==> config.mk <==
export PLATFORM = sky130hd
export DESIGN_NAME = stage_m
export DESIGN_NICKNAME = d
export VERILOG_FILES = /design/src/rtl/stage_m.sv
export SDC_FILE = /design/constraint.sdc
export NUM_CORES = 1
export LEC_CHECK = 0
export CAP_MARGIN = 20
export CORE_MARGIN = 8
export CORE_UTILIZATION = 42
export CTS_BUF_LIST = sky130_fd_sc_hd__clkbuf_4
export DETAILED_ROUTE_END_ITERATION = 6
export GPL_TIMING_DRIVEN = 0
export PLACE_DENSITY = 0.83
export SETUP_SLACK_MARGIN = 0.3
export SYNTH_ARGS = -nofsm -noshare
export SYNTH_HDL_FRONTEND = slang
export SYNTH_SLANG_ARGS = --single-unit
==> constraint.sdc <==
create_clock -name clk -period 2.4 [get_ports clk]
set_input_delay 0.48 -clock clk [delete_from_list [all_inputs] [get_ports clk]]
set_output_delay 0.48 -clock clk [all_outputs]
set_load 0.01 [all_outputs]
==> src/rtl/stage_m.sv <==
// ---------------------------------------------------------------------------
// stage_m : memory stage of the combined ARM/RISC-V pipeline.
//
// Holds the E->M pipeline register and runs a req/ack data-bus master for
// loads and stores. Stores get byte-lane steering and replicated write data.
// Loads get their returned byte/half selected and zero/sign extended.
// The stage raises StallM while a bus access is outstanding. It reports
// misaligned accesses and bus timeouts on FaultM as a one-cycle pulse.
//
// Ports
//   clk, rst          clock, synchronous active-high reset
//   *E inputs         instruction fields from execute
//   FlushM            load a bubble into M at the next edge
//   ALUResultM, RdM, PCPlus4M, ResultSrcM, armM   registered fields
//   RegWriteM         registered write enable, forced 0 on any fault
//   ReadDataM         extended load data (combinational from DRData)
//   StallM            freeze F/D/E/M while the bus access is pending
//   FaultM            01 misaligned, 10 bus timeout
//   DAddr/DWData/DByteEn/DWe/DReq, DAck/DRData   data-bus master
// ---------------------------------------------------------------------------
module stage_m #(
    parameter int TIMEOUT = 16
) (
    input  logic        clk,
    input  logic        rst,
    input  logic [31:0] ALUResultE,
    input  logic [31:0] WriteDataE,
    input  logic [4:0]  RdE,
    input  logic [31:0] PCPlus4E,
    input  logic [1:0]  ResultSrcE,
    input  logic        RegWriteE,
    input  logic        MemWriteE,
    input  logic [1:0]  MemSizeE,
    input  logic        MemSignedE,
    input  logic        armE,
    input  logic        FlushM,
    output logic [31:0] ALUResultM,
    output logic [31:0] ReadDataM,
    output logic [4:0]  RdM,
    output logic [31:0] PCPlus4M,
    output logic [1:0]  ResultSrcM,
    output logic        RegWriteM,
    output logic        armM,
    output logic        StallM,
    output logic [1:0]  FaultM,
    output logic [31:0] DAddr,
    output logic [31:0] DWData,
    output logic [3:0]  DByteEn,
    output logic        DWe,
    output logic        DReq,
    input  logic        DAck,
    input  logic [31:0] DRData
);

    localparam int CW = (TIMEOUT > 2) ? $clog2(TIMEOUT) : 1;

    typedef enum logic {IDLE, WAIT} state_t;

    typedef struct packed {
        logic [31:0] alu;
        logic [31:0] wd;
        logic [4:0]  rd;
        logic [31:0] pc4;
        logic [1:0]  rsrc;
        logic        regw;
        logic        memw;
        logic [1:0]  size;
        logic        sgn;
        logic        arm;
    } mreg_t;

    mreg_t   m_q, m_d;
    state_t  state_q, state_d;
    logic [CW-1:0] cnt_q, cnt_d;
    logic    done_q, done_d;

    logic [31:0] a;
    logic        is_mem, is_half, is_word, misaligned, memop, timeout;
    logic [3:0]  lane_be;
    logic [7:0]  rbyte;
    logic [15:0] rhalf;

    // ---------------- address decode / request ----------------
    always_comb begin
        a          = m_q.alu;
        is_mem     = m_q.rsrc[0] | m_q.memw;
        is_half    = (m_q.size == 2'b01);
        is_word    = m_q.size[1];
        misaligned = (is_half & a[0]) | (is_word & (a[1:0] != 2'b00));
        memop      = is_mem & ~misaligned;
        timeout    = (state_q == WAIT) && (cnt_q == CW'(TIMEOUT - 1));
        // done keeps a completed access from being re-requested if the
        // register is ever held past its DAck.
        DReq       = memop & ~done_q & ~timeout;
        StallM     = DReq & ~DAck;
    end

    // ---------------- M pipeline register ----------------
    always_comb begin
        m_d = m_q;
        if (FlushM) begin
            m_d = '0;
        end else if (!StallM) begin
            m_d.alu  = ALUResultE;
            m_d.wd   = WriteDataE;
            m_d.rd   = RdE;
            m_d.pc4  = PCPlus4E;
            m_d.rsrc = ResultSrcE;
            m_d.regw = RegWriteE;
            m_d.memw = MemWriteE;
            m_d.size = MemSizeE;
            m_d.sgn  = MemSignedE;
            m_d.arm  = armE;
        end
    end

    // ---------------- bus FSM ----------------
    always_comb begin
        state_d = state_q;
        cnt_d   = '0;
        done_d  = 1'b0;
        if (StallM && !FlushM) begin
            done_d = done_q | (DReq & DAck);
        end
        if (FlushM) begin
            state_d = IDLE;
        end else begin
            case (state_q)
                IDLE: begin
                    // The IDLE request cycle counts as the first outstanding
                    // cycle, so WAIT starts with cnt=1.
                    if (DReq && !DAck) begin
                        state_d = WAIT;
                        cnt_d   = CW'(1);
                    end
                end
                WAIT: begin
                    if (DAck || timeout || !DReq) begin
                        state_d = IDLE;
                    end else begin
                        cnt_d = cnt_q + CW'(1);
                    end
                end
                default: state_d = IDLE;
            endcase
        end
    end

    always_ff @(posedge clk) begin
        if (rst) begin
            m_q     <= '0;
            state_q <= IDLE;
            cnt_q   <= '0;
            done_q  <= 1'b0;
        end else begin
            m_q     <= m_d;
            state_q <= state_d;
            cnt_q   <= cnt_d;
            done_q  <= done_d;
        end
    end

    // ---------------- store lanes ----------------
    always_comb begin
        case (m_q.size)
            2'b00: begin
                lane_be = 4'b0001 << a[1:0];
                DWData  = {4{m_q.wd[7:0]}};
            end
            2'b01: begin
                lane_be = a[1] ? 4'b1100 : 4'b0011;
                DWData  = {2{m_q.wd[15:0]}};
            end
            default: begin
                lane_be = 4'b1111;
                DWData  = m_q.wd;
            end
        endcase
        // Non-memory instructions and bubbles show no active lanes.
        DByteEn = is_mem ? lane_be : 4'b0000;
        DAddr   = {a[31:2], 2'b00};
        DWe     = m_q.memw;
    end

    // ---------------- load extension ----------------
    always_comb begin
        case (a[1:0])
            2'b00:   rbyte = DRData[7:0];
            2'b01:   rbyte = DRData[15:8];
            2'b10:   rbyte = DRData[23:16];
            default: rbyte = DRData[31:24];
        endcase
        rhalf = a[1] ? DRData[31:16] : DRData[15:0];
        case (m_q.size)
            2'b00:   ReadDataM = {{24{m_q.sgn & rbyte[7]}}, rbyte};
            2'b01:   ReadDataM = {{16{m_q.sgn & rhalf[15]}}, rhalf};
            default: ReadDataM = DRData;
        endcase
    end

    // ---------------- outputs ----------------
    always_comb begin
        if (timeout)                  FaultM = 2'b10;
        else if (is_mem & misaligned) FaultM = 2'b01;
        else                          FaultM = 2'b00;
        ALUResultM = m_q.alu;
        RdM        = m_q.rd;
        PCPlus4M   = m_q.pc4;
        ResultSrcM = m_q.rsrc;
        armM       = m_q.arm;
        RegWriteM  = m_q.regw & (FaultM == 2'b00);
    end

endmodule

==> results.py <==
metrics = {
    "critical_path": {
        "rrSetupSlack_ps": 480,
        "cp_max_fo": 8,
        "reg2regPathDepth": 9,
        "crit_path_end_kind": "output port",
        "start_kind": "register",
        "required_ps": 1920,
        "timing.rr.end": "m_q[57]",
        "reg2reg_from": "ALUResultM[1]",
        "arrival_ps": 2210,
        "path_class": "register to output port",
    },
    "placement": {
        "place_hpwl_mm": 18.9,
        "place_area_um2": 10100,
        "dpl.cell_count": 1324,
        "pre_cts_ws_ps": -622,
        "portBuffers": 320,
        "gp_congestion": 0.866,
    },
    "final_layout": {
        "nets": 1340,
        "fin_area_um2": 11600,
        "diodes": 0,
        "drive_gt1_share_pct": 34.5,
        "fillers": 1090,
        "fin_cells": 1423,
        "syn2layout_area_growth_pct": 74.7,
    },
    "cts": {
        "cts-root-buf": "clkbuf_4",
        "clk_pin_slew_ps": 120,
        "clock_path_buffers": 2,
        "cts.htree.levels": 4,
        "cts_tree": "built",
        "postCtsHoldBufs": 0,
        "clock-sinks": 115,
        "cts_buffers": 17,
        "clk_latency_ps": 520,
    },
    "timing": {
        "slew_viol_final": 0,
        "rsz0062_at_grt": "yes",
        "finClkSkew_ps": 13.5,
        "tns_ps": -6160,
        "holdWs_ps": 464,
        "finalCritPeriodShare_pct": 112,
        "slew_headroom_pct": 61.5,
        "hold_viol_final": 0,
        "worst_pin_slew_ps": 575,
        "fmax_ghz": 0.372,
        "fin_crit_ps": 2690,
        "setup_viol": 41,
        "setup_slack_ps": -291,
    },
    "hold_path": {
        "min_path_type": "register to register",
        "hp-start": "state_q",
        "holdPathStages": 2,
        "holdPathEnd": "cnt_q[1]",
    },
    "global_routing": {
        "grt_pass1_wl_mm": 39.0,
        "overflow": 0,
        "grt_use_total_pct": 25.2,
        "grt_pass1_vias": 7140,
        "grt_max_degree": 17,
        "antenna_found_initial": 1,
    },
    "logic_synthesis": {
        "seq_area_frac_synth_pct": 34.8,
        "synth_cell_types": 43,
        "synth_seq_cells": 115,
        "synth-async-reset-ratio_pct": 0,
        "synthesis.instances": 786,
        "ys_warn_count": 0,
        "synth_edf_count": 0,
        "synth_top_area_share_pct": 34.8,
        "yosysTopAreaCell": "dfxtp_1",
        "netlist_area_um2": 6610,
        "yosysMostFrequentCell": "nand2_1",
        "synth_commonest_cells": "nand2_1 (277), mux2i_1 (122), dfxtp_1 (115), buf_4 (113), clkbuf_1 (29)",
        "synthFlopType": "dfxtp_1",
        "synthTopCellsByArea": "dfxtp_1 (35%), mux2i_1 (18%), nand2_1 (16%)",
        "avgSynthCellArea_um2": 8.41,
    },
    "route": {
        "drtAntennaViolNets": 0,
        "drtIter0Drc": 364,
        "drt-total-wl_mm": 27.8,
        "vias_per_cell": 4.99,
        "wire_per_inst_um": 19.5,
        "drc": 0,
        "num_vias": 7103,
        "dr.pass1.iters": 5,
    },
    "run": {
        "cap_violations": 0,
    },
    "floorplanning": {
        "die_h_um": 141,
        "fp.coreArea_um2": 15700,
        "die_width_um": 141,
        "start_util_pct": 42.2,
        "rows": 46,
        "die_area_um2": 20000,
        "ioPinCount": 323,
    },
    "power_and_ir_drop": {
        "leakagePower_nw": 4.98,
        "vdd_ir_drop_max_mv": 0.398,
        "powerDensity_nw_per_um2": 422,
    },
    "outcome": {
        "status": "finished with violations",
        "violations": "negative setup slack",
    },
}
## worst max-delay path by stage
| stage | start | endpoint | depth (start not counted) |
|---|---|---|---|
| after floorplan | ALUResultM[1] | ReadDataM[22] | 5 |
| after global placement | DRData[23] | ReadDataM[31] | 6 |
| after detailed placement | DRData[23] | ReadDataM[31] | 6 |
| after CTS | ALUResultM[1] | ReadDataM[12] | 5 |
| after global routing | ALUResultM[1] | ReadDataM[15] | 7 |
| final | ALUResultM[1] | ReadDataM[11] | 5 |
## report_power, final
part | leakage, nW | switching [mW] | internal [mW]
Clock | 0.139 | 0.804 | 0.621
Sequential | 0.964 | 0.0647 | 1.99
Combinational | 3.87 | 0.576 | 0.816
Total | 4.98 | 1.44 | 3.43
## registers in the layout, summed over array words and instances (netlist names)
register    cells
state_q         1
m_q            35
DWe             1
cnt_q           4
ResultSrcM      2
is_word         1
PCPlus4M       32
done_q          1
armM            1
RdM             5
ALUResultM     32
## cells by family (layout without fill, tap and decap cells)
| kind of cell | after synthesis | after routing | share of synthesized area, % |
|---|---|---|---|
| fa+ha+maj | 1 | 1 | 0.189 |
| mux | 139 | 139 | 21.4 |
| xor+xnor | 2 | 2 | 0.265 |
| other cells | 1 | 3 | 0.0567 |
| flops | 115 | 115 | 34.8 |
| compound gates | 45 | 45 | 5.56 |
| buf+inv | 170 | 589 | 19.1 |
| simple gates | 313 | 313 | 18.7 |
## per-stage QoR
step | utilization, % | power, mW
2_1_floorplan | - | 2.60
3_3_place_gp | 64.5 | 3.25
3_5_place_dp | 64.5 | 3.27
4_1_cts | 70.7 | 4.78
5_1_grt | 73.8 | 5.09
6_report | 73.8 | 4.87
## layout by cell type, fill, tap and decap left out, types with 3 or more instances in the layout
cell type,netlist,layout
nand2_1,277,259
clkdlybuf4s50_1,0,237
buf_4,113,139
mux2i_1,122,119
buf_6,1,79
dfxtp_1,115,72
dfxtp_2,0,34
buf_2,9,29
clkbuf_1,29,22
clkbuf_4,0,19
mux2_4,1,17
dlymetal6s2s_1,0,16
buf_12,11,13
nand2_2,0,12
a221o_1,12,12
o21ai_1,14,10
nor2_1,17,10
dfxtp_4,0,9
nand2_4,0,6
nor2_4,1,5
clkinvlp_4,0,5
a22o_1,5,5
buf_8,0,4
clkbuf_2,0,4
a21oi_4,1,3
o21ai_2,0,3
nand2b_1,3,3
nor2_2,0,3
conb_1,1,3
clkinv_2,0,3
dlygate4sd2_1,0,3
## routing by layer
layer  GRT usage, %  routed length, µm  vias up
li1               -                  -     3282
met3           8.43               2600      100
met4           12.9               1340        2
met1           25.7               9740     3319
met5              0                  9        -
met2           45.1              14100      400
## critical path, cell delays in order, from the launching register on
cell and delay [ps]:
dfxtp_2 370, buf_8 140, mux2_4 340, o2111a_2 330
a221o_1 340, buf_2 170
## final cells by class
cell class / count / area (µm²) / area share [%]
multi-input combinational: 503 / 3380 / 29.3
timing repair buffer: 387 / 3820 / 33.1
sequential: 115 / 2380 / 20.6
clock inverter: 14 / 139 / 1.20
inverter: 6 / 31.3 / 0.271
buffer: 164 / 1390 / 12.0
clock buffer: 18 / 135 / 1.17
tap: 216 / 270 / 2.34
## timing repair
item                       in CTS  in global routing
buffers inserted               43                 21
gates cloned                    3                  0
setup endpoints to repair      81                141
gates resized for setup       434                107
pin swaps                      15                 14
Power figures use the tool's default switching activity.
